==> config.mk <==
export PLATFORM = sky130hd
export DESIGN_NAME = speed_loop_control
export DESIGN_NICKNAME = d
export VERILOG_FILES = /design/src/rtl/speed_loop_control.sv
export SDC_FILE = /design/constraint.sdc
export NUM_CORES = 1
export LEC_CHECK = 0
export CAP_MARGIN = 5
export CORE_ASPECT_RATIO = 1.2
export CORE_UTILIZATION = 48
export DETAILED_ROUTE_END_ITERATION = 8
export PLACE_DENSITY = 0.68
export SLEW_MARGIN = 20
export SYNTH_ARGS = -nofsm -noshare
export SYNTH_HDL_FRONTEND = slang
export SYNTH_SLANG_ARGS = --single-unit
==> constraint.sdc <==
create_clock -name sys_clk -period 4.7 [get_ports sys_clk]
set_input_delay 0.705 -clock sys_clk [delete_from_list [all_inputs] [get_ports sys_clk]]
set_output_delay 0.705 -clock sys_clk [all_outputs]
set_load 0.03 [all_outputs]
==> src/rtl/speed_loop_control.sv <==
// rtl/speed_loop_control.sv - speed-loop PI controller producing the q-axis current set value
// Five-state sequenced datapath: capture, error, products, integrator update, saturated output.
module speed_loop_control #(
    parameter int                           DATA_WIDTH = 16,
    parameter logic [15:0]                  KP         = 16'd1024,
    parameter logic [15:0]                  KI         = 16'd256,
    parameter int                           FRAC       = 10,
    parameter logic signed [DATA_WIDTH-1:0] OUT_MAX    = 16'sd8000
) (
    input  logic                         sys_clk,
    input  logic                         reset_n,
    input  logic                         speed_loop_control_enable_in,
    input  logic                         integral_clear_in,
    input  logic signed [DATA_WIDTH-1:0] pmsm_speed_set_value_in,
    input  logic signed [DATA_WIDTH-1:0] pmsm_detect_speed_value_in,
    output logic signed [DATA_WIDTH-1:0] pmsm_current_q_set_value_out,
    output logic                         speed_loop_control_done_out,
    output logic                         speed_loop_busy_out
);
    localparam int EW = DATA_WIDTH + 1;
    localparam int PW = EW + 17;
    localparam int SW = PW + 1;
    localparam logic signed [SW-1:0] ACC_LIM = SW'(OUT_MAX) <<< FRAC;
    localparam logic signed [SW-1:0] ACC_NEG = -ACC_LIM;
    localparam logic signed [SW-1:0] OUT_HI  = SW'(OUT_MAX);
    localparam logic signed [SW-1:0] OUT_LO  = -OUT_HI;

    typedef enum logic [2:0] {S_IDLE, S_ERR, S_MUL, S_ACC, S_OUT} state_t;

    state_t state, state_next;
    logic   cap, do_err, do_mul, do_acc, do_out;

    logic signed [DATA_WIDTH-1:0] set_q, det_q;
    logic signed [EW-1:0]         err_q;
    logic signed [PW-1:0]         p_q, i_q, acc, acc_next;
    logic signed [PW-1:0]         kp_w, ki_w, err_w;
    logic signed [SW-1:0]         acc_sum, pi_sum, pi_shift;
    logic signed [DATA_WIDTH-1:0] sat_val;

    always_ff @(posedge sys_clk or negedge reset_n) begin
        if (!reset_n) state <= S_IDLE;
        else          state <= state_next;
    end

    always_comb begin
        state_next = state;
        case (state)
            S_IDLE:  if (speed_loop_control_enable_in) state_next = S_ERR;
            S_ERR:   state_next = S_MUL;
            S_MUL:   state_next = S_ACC;
            S_ACC:   state_next = S_OUT;
            S_OUT:   state_next = S_IDLE;
            default: state_next = S_IDLE;
        endcase
    end

    always_comb begin
        speed_loop_busy_out = 1'b1;
        cap    = 1'b0;
        do_err = 1'b0;
        do_mul = 1'b0;
        do_acc = 1'b0;
        do_out = 1'b0;
        case (state)
            S_IDLE: begin
                speed_loop_busy_out = 1'b0;
                cap = speed_loop_control_enable_in;
            end
            S_ERR:   do_err = 1'b1;
            S_MUL:   do_mul = 1'b1;
            S_ACC:   do_acc = 1'b1;
            S_OUT:   do_out = 1'b1;
            default: speed_loop_busy_out = 1'b0;
        endcase
    end

    // Gains are unsigned, so they enter the signed multiply with a zero MSB.
    assign kp_w  = PW'($signed({1'b0, KP}));
    assign ki_w  = PW'($signed({1'b0, KI}));
    assign err_w = PW'(err_q);

    assign acc_sum = SW'(acc) + SW'(i_q);

    always_comb begin
        if (acc_sum > ACC_LIM)      acc_next = ACC_LIM[PW-1:0];
        else if (acc_sum < ACC_NEG) acc_next = ACC_NEG[PW-1:0];
        else                        acc_next = acc_sum[PW-1:0];
    end

    assign pi_sum   = SW'(p_q) + SW'(acc);
    assign pi_shift = pi_sum >>> FRAC;

    always_comb begin
        if (pi_shift > OUT_HI)      sat_val = OUT_MAX;
        else if (pi_shift < OUT_LO) sat_val = -OUT_MAX;
        else                        sat_val = pi_shift[DATA_WIDTH-1:0];
    end

    always_ff @(posedge sys_clk or negedge reset_n) begin
        if (!reset_n) begin
            set_q                        <= '0;
            det_q                        <= '0;
            err_q                        <= '0;
            p_q                          <= '0;
            i_q                          <= '0;
            acc                          <= '0;
            pmsm_current_q_set_value_out <= '0;
            speed_loop_control_done_out  <= 1'b0;
        end else begin
            if (cap) begin
                set_q <= pmsm_speed_set_value_in;
                det_q <= pmsm_detect_speed_value_in;
            end
            if (do_err)
                err_q <= $signed({set_q[DATA_WIDTH-1], set_q}) - $signed({det_q[DATA_WIDTH-1], det_q});
            if (do_mul) begin
                p_q <= kp_w * err_w;
                i_q <= ki_w * err_w;
            end
            // Clear has priority so the output computed next uses a zero integrator.
            if (integral_clear_in) acc <= '0;
            else if (do_acc)       acc <= acc_next;
            if (do_out) pmsm_current_q_set_value_out <= sat_val;
            speed_loop_control_done_out <= do_out;
        end
    end
endmodule

==> flow_summary_export.csv, run 1 <==
group,metric,value,unit
global_routing,grt_pass1_vias,6360,
clocking,clk_pin_slew,0.08,ns
floorplanning,die_area,17200,um^2
sta,clock.fmax,255,MHz
sta,fin_skew,0.00534,ns
yosys,ys.flop_type,"dfrtp_1",
floorplanning,pin_count,54,
sta,setup-tns-final,0,ns
yosys,async_flop_share,100,%
yosys,ys_ff_latch,112,
route,drtPass1Iterations,6,
yosys,yosys_warnings,0,
floorplanning,start_util,49.2,%
route,drt-total-wl,18100,um
floorplanning,row_count,51,
outcome,outcome,"finished, final reports clean",
worst_setup_path,crit_family,"compound AO/OA/AOI/OAI gates",
yosys,syn_avg_cell_area,8.85,um^2
finish,layout.cells.non_filler,1154,
sta,hold_viol,0,
sta,worstMarginPinSlew,0.940,ns
sta,finalWorstSetupSlack,0.774,ns
power,ir_drop,0.374,mV
clocking,hold_buffers,0,
yosys,synth_area,8000,um^2
finish,nFillCells,1531,
floorplanning,die_h,143,um
route,via_per_inst,5.90,
worst_setup_path,critical_path_class,"register to register",
clocking,insertion_delay,0.36,ns
power,switching_power,3140,uW
finish,n_antenna_cell,0,
sta,setup_viol,0,
power,power.density,737,nW/um^2
power,clkPwrFrac,11.6,%
power,p_int,3480,uW
worst_setup_path,cp-start-kind,"register",
place,io_buffers,53,
clocking,post_cts_buffers,0,
route,drc,0,
place,dp.cells,1138,
route,wl_per_cell,15.7,um
worst_setup_path,cp-end-kind,"register",
worst_setup_path,path_max_fanout,14,
worst_setup_path,slowest_stage,"a2111o_1",
worst_setup_path,cp.arrival,4.17,ns
clocking,cts-buffers-inserted,9,
power,netSwitchingFraction,47.4,%
global_routing,grt_max_degree,80,
clocking,cts-resized-gates,0,
yosys,synthCells,904,
sta,relSlewSlack,37.3,%
job,maxCapViolations,0,
worst_setup_path,cp_slowest_stage_delay,0.51,ns
sta,period_needed,3.93,ns
global_routing,grt_pass1_wl,30400,um
sta,slew_violations,0,
sta,period_share,83.5,%
power,cellLeakagePower,0.00404,uW
finish,drive_gt1_share,8.17,%
yosys,synth_edf_count,0,
sta,rsz0062_at_grt,"no",
route,dr_total_vias,6811,
global_routing,grt-ovfl-total,0,
worst_setup_path,path_cells,"ha_1 -> a21oi_1 -> o21ai_0 -> a2111o_1 -> o211ai_1 -> a21oi_1 -> o21ai_0 -> nand3_1 -> buf_4 -> nor4_1 -> nand2_1 -> o311ai_0",
floorplanning,die_w,120,um
global_routing,grt.total_usage,22.0,%
clocking,htreeDepth,3,
worst_setup_path,cp_num_buf_inv,1,
place,gp_congestion,0.874,
global_routing,antenna_found_initial,0,
clocking,clock_sink_count,112,
clocking,cts_tree,"yes",
clocking,cts_max_path_buffers,2,
clocking,root_buffer,"clkbuf_16",
route,ant_nets,0,
place,dp.final_hpwl,14000,um
yosys,ys_types,79,
finish,syn_to_final_growth,12.3,%
hold_path,holdCritPathClass,"input pin to async pin",
route,drt-initial-drc-count,351,
yosys,synth_nets,1001,
worst_setup_path,required,4.94,ns
power,power_frac_comb,63.3,%
yosys,synth-seq-area-share,35.0,%
finish,final_nets,1034,
floorplanning,core-area,16300,um^2
power,p_seq_share,25.1,%
place,post-place-ws,0.790,ns
-- routing by layer --
| layer | vias to the layer above | GRT usage, % | routed length (um) |
|---|---|---|---|
| met2 | 184 | 37.0 | 8500 |
| met1 | 3194 | 28.2 | 8290 |
| li1 | 3398 | - | - |
| met4 | 0 | 9.47 | 509 |
| met5 | - | 0 | 0 |
| met3 | 35 | 3.37 | 804 |
-- logic make-up after synthesis --
kind of cell             count (synthesis)  synth area share, %
XOR/XNOR                                36                 3.94
multiplexers                            34                 4.74
adder cells (fa/ha/maj)                 61                 9.82
AO/OA/AOI/OAI                          271                 22.9
buffers and inverters                   76                 3.97
AND/OR/NAND/NOR                        314                 19.6
flip-flops                             112                 35.0
-- worst register-to-register path: cells and delay by family, from the launching register on --
family / cells / cell delay [ns]
flops: 1 / 0.44
buf+inv: 1 / 0.19
simple gates: 3 / 0.85
fa+ha+maj: 1 / 0.38
compound gates: 7 / 1.93
-- power groups by stage --
| stage | registers, uW | clock network (uW) | logic (uW) |
|---|---|---|---|
| finish | 1660 | 766 | 4190 |
| global route | 1720 | 824 | 4690 |
| CTS | 1670 | 786 | 4170 |
| detailed placement | 1680 | 0 | 4150 |
| global placement | 1670 | 0 | 4100 |
| floorplan | 1690 | 0 | 3180 |
-- sequential cells by signal (all words and copies together), names as in the netlist --
signal,cells
set_q,16
speed_loop_control_done_out,1
err_q,17
det_q,16
pmsm_current_q_set_value_out,16
state,3
acc,26
i_q,17
-- through the flow --
| stage | utilization [%] | hold WS [ns] | area [um^2] | total power (uW) |
|---|---|---|---|---|
| finish | 55.2 | 0.366 | 8980 | 6620 |
| global route | 55.2 | 0.428 | 8980 | 7230 |
| CTS | 55.2 | 0.480 | 8980 | 6620 |
| detailed placement | 53.4 | 0.462 | 8680 | 5830 |
| global placement | 53.4 | 0.458 | 8680 | 5760 |
| floorplan | - | 0.409 | 8000 | 4860 |
-- cells in the mapped netlist (8+ instances only) --
cell type | number | area (um^2)
a21o_1 | 28 | 210
a21oi_1 | 51 | 255
and2_1 | 11 | 68.8
and3_1 | 11 | 68.8
clkbuf_1 | 27 | 101
dfrtp_1 | 112 | 2800
ha_1 | 58 | 726
inv_1 | 39 | 146
mux2_2 | 31 | 349
nand2_1 | 106 | 398
nand2b_1 | 10 | 62.6
nand3_1 | 30 | 150
nand4_1 | 9 | 56.3
nor2_1 | 63 | 236
nor2b_1 | 11 | 68.8
nor3_1 | 15 | 75.1
nor4_1 | 8 | 50.1
o211ai_1 | 21 | 158
o21a_1 | 13 | 97.6
o21ai_0 | 61 | 305
o31ai_1 | 17 | 128
or2_2 | 10 | 62.6
xnor2_1 | 23 | 201
xor2_1 | 13 | 114
-- final timing paths --
path	from	end	slack, ns	cells past startpoint
max	i_q[14]	acc[19]	0.77	12
min	reset_n	pmsm_current_q_set_value_out[0]	0.37	1
max reg2reg	i_q[14]	acc[19]	0.77	12
min reg2reg	err_q[14]	err_q[14]	0.47	2
max in group asynchronous	reset_n	err_q[16]	3.39	2
min in group sys_clk	err_q[14]	err_q[14]	0.47	2
-- cell usage in the layout (no fill, tap or decap), types with 10 or more instances in the layout --
cell	synthesis	final
xnor2_1	23	23
nand2_1	106	106
and3_1	11	11
nor3_1	15	15
mux2_2	31	31
dfrtp_1	112	112
o31ai_1	17	17
or2_2	10	10
nand3_1	30	30
xor2_1	13	13
inv_1	39	39
nor2_1	63	63
clkdlybuf4s50_1	0	52
ha_1	58	58
nor2b_1	11	11
nand2b_1	10	10
a21oi_1	51	51
and2_1	11	11
a21o_1	28	28
o21ai_0	61	61
o21a_1	13	13
o211ai_1	21	21
-- cell type report --
type	instances	area (um^2)	area share, %
repair buffers	59	577	6.42
flip-flops and latches	112	2800	31.2
well taps	212	265	2.95
clock buffers	9	225	2.51
inverters	39	146	1.63
multi-input cells	716	4900	54.5
clock inverters	7	70.1	0.780
No activity file was read; power rests on OpenSTA's default activity.
==> inputs of run 2 (changes only) <==
--- a/config.mk
+++ b/config.mk
@@ -9,7 +9,7 @@
 export CORE_ASPECT_RATIO = 1.2
 export CORE_UTILIZATION = 48
 export DETAILED_ROUTE_END_ITERATION = 8
-export PLACE_DENSITY = 0.68
+export PLACE_DENSITY = 0.71
 export SLEW_MARGIN = 20
 export SYNTH_ARGS = -nofsm -noshare
 export SYNTH_HDL_FRONTEND = slang
==> constraint.sdc (replaced) <==
create_clock -name sys_clk -period 3.4 [get_ports sys_clk]
set_input_delay 0.51 -clock sys_clk [delete_from_list [all_inputs] [get_ports sys_clk]]
set_output_delay 0.51 -clock sys_clk [all_outputs]
set_load 0.03 [all_outputs]
==> flow_summary_export.csv, run 2 (synthesis gave the netlist of run 1 again) <==
group,metric,value,unit
outcome,outcome,"finished, violations left",
outcome,violations,"setup timing",
route,drt-initial-drc-count,426,
route,ant_nets,0,
place,io_buffers,53,
clocking,htreeDepth,3,
finish,largest_reg_flops,26,
global_routing,grt_max_degree,57,
route,via_per_inst,5.80,
route,wl_per_cell,15.6,um
floorplanning,die_w,120,um
sta,setup-tns-final,-0.497,ns
finish,largest-register,"acc",
worst_setup_path,path_max_fanout,6,
route,wl_met3,813,um
place,dp.final_hpwl,14900,um
worst_setup_path,cp-end-kind,"register",
floorplanning,pin_count,54,
route,wl_met2,9590,um
sta,worstMarginPinSlew,0.749,ns
power,power.density,1020,nW/um^2
global_routing,grt-ovfl-total,0,
worst_setup_path,path_cells,"ha_4 -> inv_2 -> fa_2 -> nand2b_4 -> a21oi_4 -> o21a_2 -> o21ai_2 -> and4b_1 -> or4b_4 -> or4_4 -> nor4_4 -> nor2_4 -> buf_6 -> o31ai_1",
finish,final_core_utilization,62.1,%
hold_path,holdCritPathClass,"input pin to async pin",
global_routing,grt.total_usage,23.3,%
place,post-place-ws,-0.189,ns
finish,final_nets,1134,
sta,fin_skew,0.0149,ns
sta,slew_violations,0,
clocking,clock_sink_count,112,
clocking,cts_tree,"yes",
sta,setup_viol,9,
clocking,clk_pin_slew,0.09,ns
global_routing,antenna_found_initial,0,
floorplanning,row_count,51,
worst_setup_path,cp-start-kind,"register",
power,cellLeakagePower,0.00458,uW
clocking,cts-buffers-inserted,9,
clocking,insertion_delay,0.37,ns
route,dr.max_layer_used,"met4",
floorplanning,start_util,49.2,%
sta,clock.fmax,288,MHz
finish,n_antenna_cell,0,
sta,relSlewSlack,50.0,%
finish,layout_common_cells,"111 x dfrtp_1, 105 x nand2_1, 104 x buf_4, 62 x nor2_1, 55 x o21ai_0",
worst_setup_path,cp_slowest_stage_delay,0.54,ns
finish,drive_gt1_share,22.1,%
worst_setup_path,cp_num_buf_inv,2,
floorplanning,die_area,17200,um^2
route,wl_met1,8530,um
job,maxCapViolations,0,
finish,layout_commonest_cell,"dfrtp_1",
sta,rsz0062_at_grt,"yes",
clocking,cts_max_path_buffers,2,
route,drt-total-wl,19600,um
clocking,hold_buffers,0,
route,dr_total_vias,7271,
worst_setup_path,critical_path_class,"register to register",
floorplanning,die_h,143,um
global_routing,grt_pass1_wl,32300,um
route,drtPass1Iterations,5,
sta,fin_hold_ws,0.195,ns
clocking,root_buffer,"clkbuf_16",
finish,syn_to_final_growth,26.4,%
power,ir_drop,0.632,mV
finish,reg.largest.list,"acc x26, err_q x17, i_q x17",
worst_setup_path,crit_family,"simple AND/OR/NAND/NOR gates",
route,drc,0,
global_routing,grt_pass1_vias,7037,
worst_setup_path,required,3.69,ns
worst_setup_path,cp.arrival,3.76,ns
place,gp_congestion,0.929,
floorplanning,core-area,16300,um^2
sta,hold_viol,0,
worst_setup_path,slowest_stage,"or4b_4",
sta,period_needed,3.48,ns
sta,period_share,102,%
power,p_total,10300,uW
sta,finalWorstSetupSlack,-0.0755,ns
[run 2: cell types whose count changed in the layout (fill, tap and decap cells not counted), sizes merged]
cell,before,now
clkinv,2,5
inv,43,40
buf,7,107
[run 2: repair_timing]
| action | 4_1_cts | 5_1_grt |
|---|---|---|
| setup buffers | 5 | 7 |
| hold endpoints to repair | 0 | 0 |
| endpoints found under the setup margin | 27 | 28 |
| cloned | 0 | 1 |
| resized for setup | 30 | 48 |
| pin swaps | 9 | 12 |
[run 2: power breakdown]
part	total [uW]	internal (uW)	switching [uW]	leakage, uW
clock	1070	520	553	0.000143
combinational	6910	3120	3790	0.00304
sequential	2320	1890	426	0.00140
[run 2: through the flow]
stage                     std cells  area [um^2]
final                          1254        10100
after global routing           1254        10100
after CTS                      1246         9790
after detailed placement       1225         9340
after global placement         1225         9340
after floorplan                 904         8010
[run 2: worst register-to-register path, delay by kind of cell (launching register included)]
kind,cells,cell delay (ns)
adder cells (fa/ha/maj),2,0.51
buffers and inverters,2,0.20
AO/OA/AOI/OAI,4,0.59
AND/OR/NAND/NOR,6,1.67
flip-flops,1,0.43
[run 2: path summary, 6_finish.rpt]
kind                          start                               to  slack [ns]  cells past startpoint
setup reg to reg             i_q[8]  pmsm_current_q_set_value_out[4]       -0.08                     14
hold reg to reg            err_q[9]                         err_q[9]        0.47                      2
max in group asynchronous   reset_n                        det_q[12]        2.28                      2
min in group sys_clk       err_q[9]                         err_q[9]        0.47                      2
hold / removal              reset_n  pmsm_current_q_set_value_out[2]        0.19                      1
setup / recovery             i_q[8]  pmsm_current_q_set_value_out[4]       -0.08                     14
[run 2: cell type report]
class / instances / area [um^2]
inverters: 39 / 146
repair buffers: 159 / 1330
flip-flops and latches: 112 / 2800
well taps: 212 / 265
multi-input cells: 716 / 5260
clock inverters: 7 / 77.6
fillers: 1402 / 6160
clock buffers: 9 / 225
[run 2: per-layer routing]
layer	global-route usage, %	up-vias
met5	0	-
met4	10.8	0
met3	3.17	43
met2	40.7	199
met1	28.5	3429
li1	-	3600
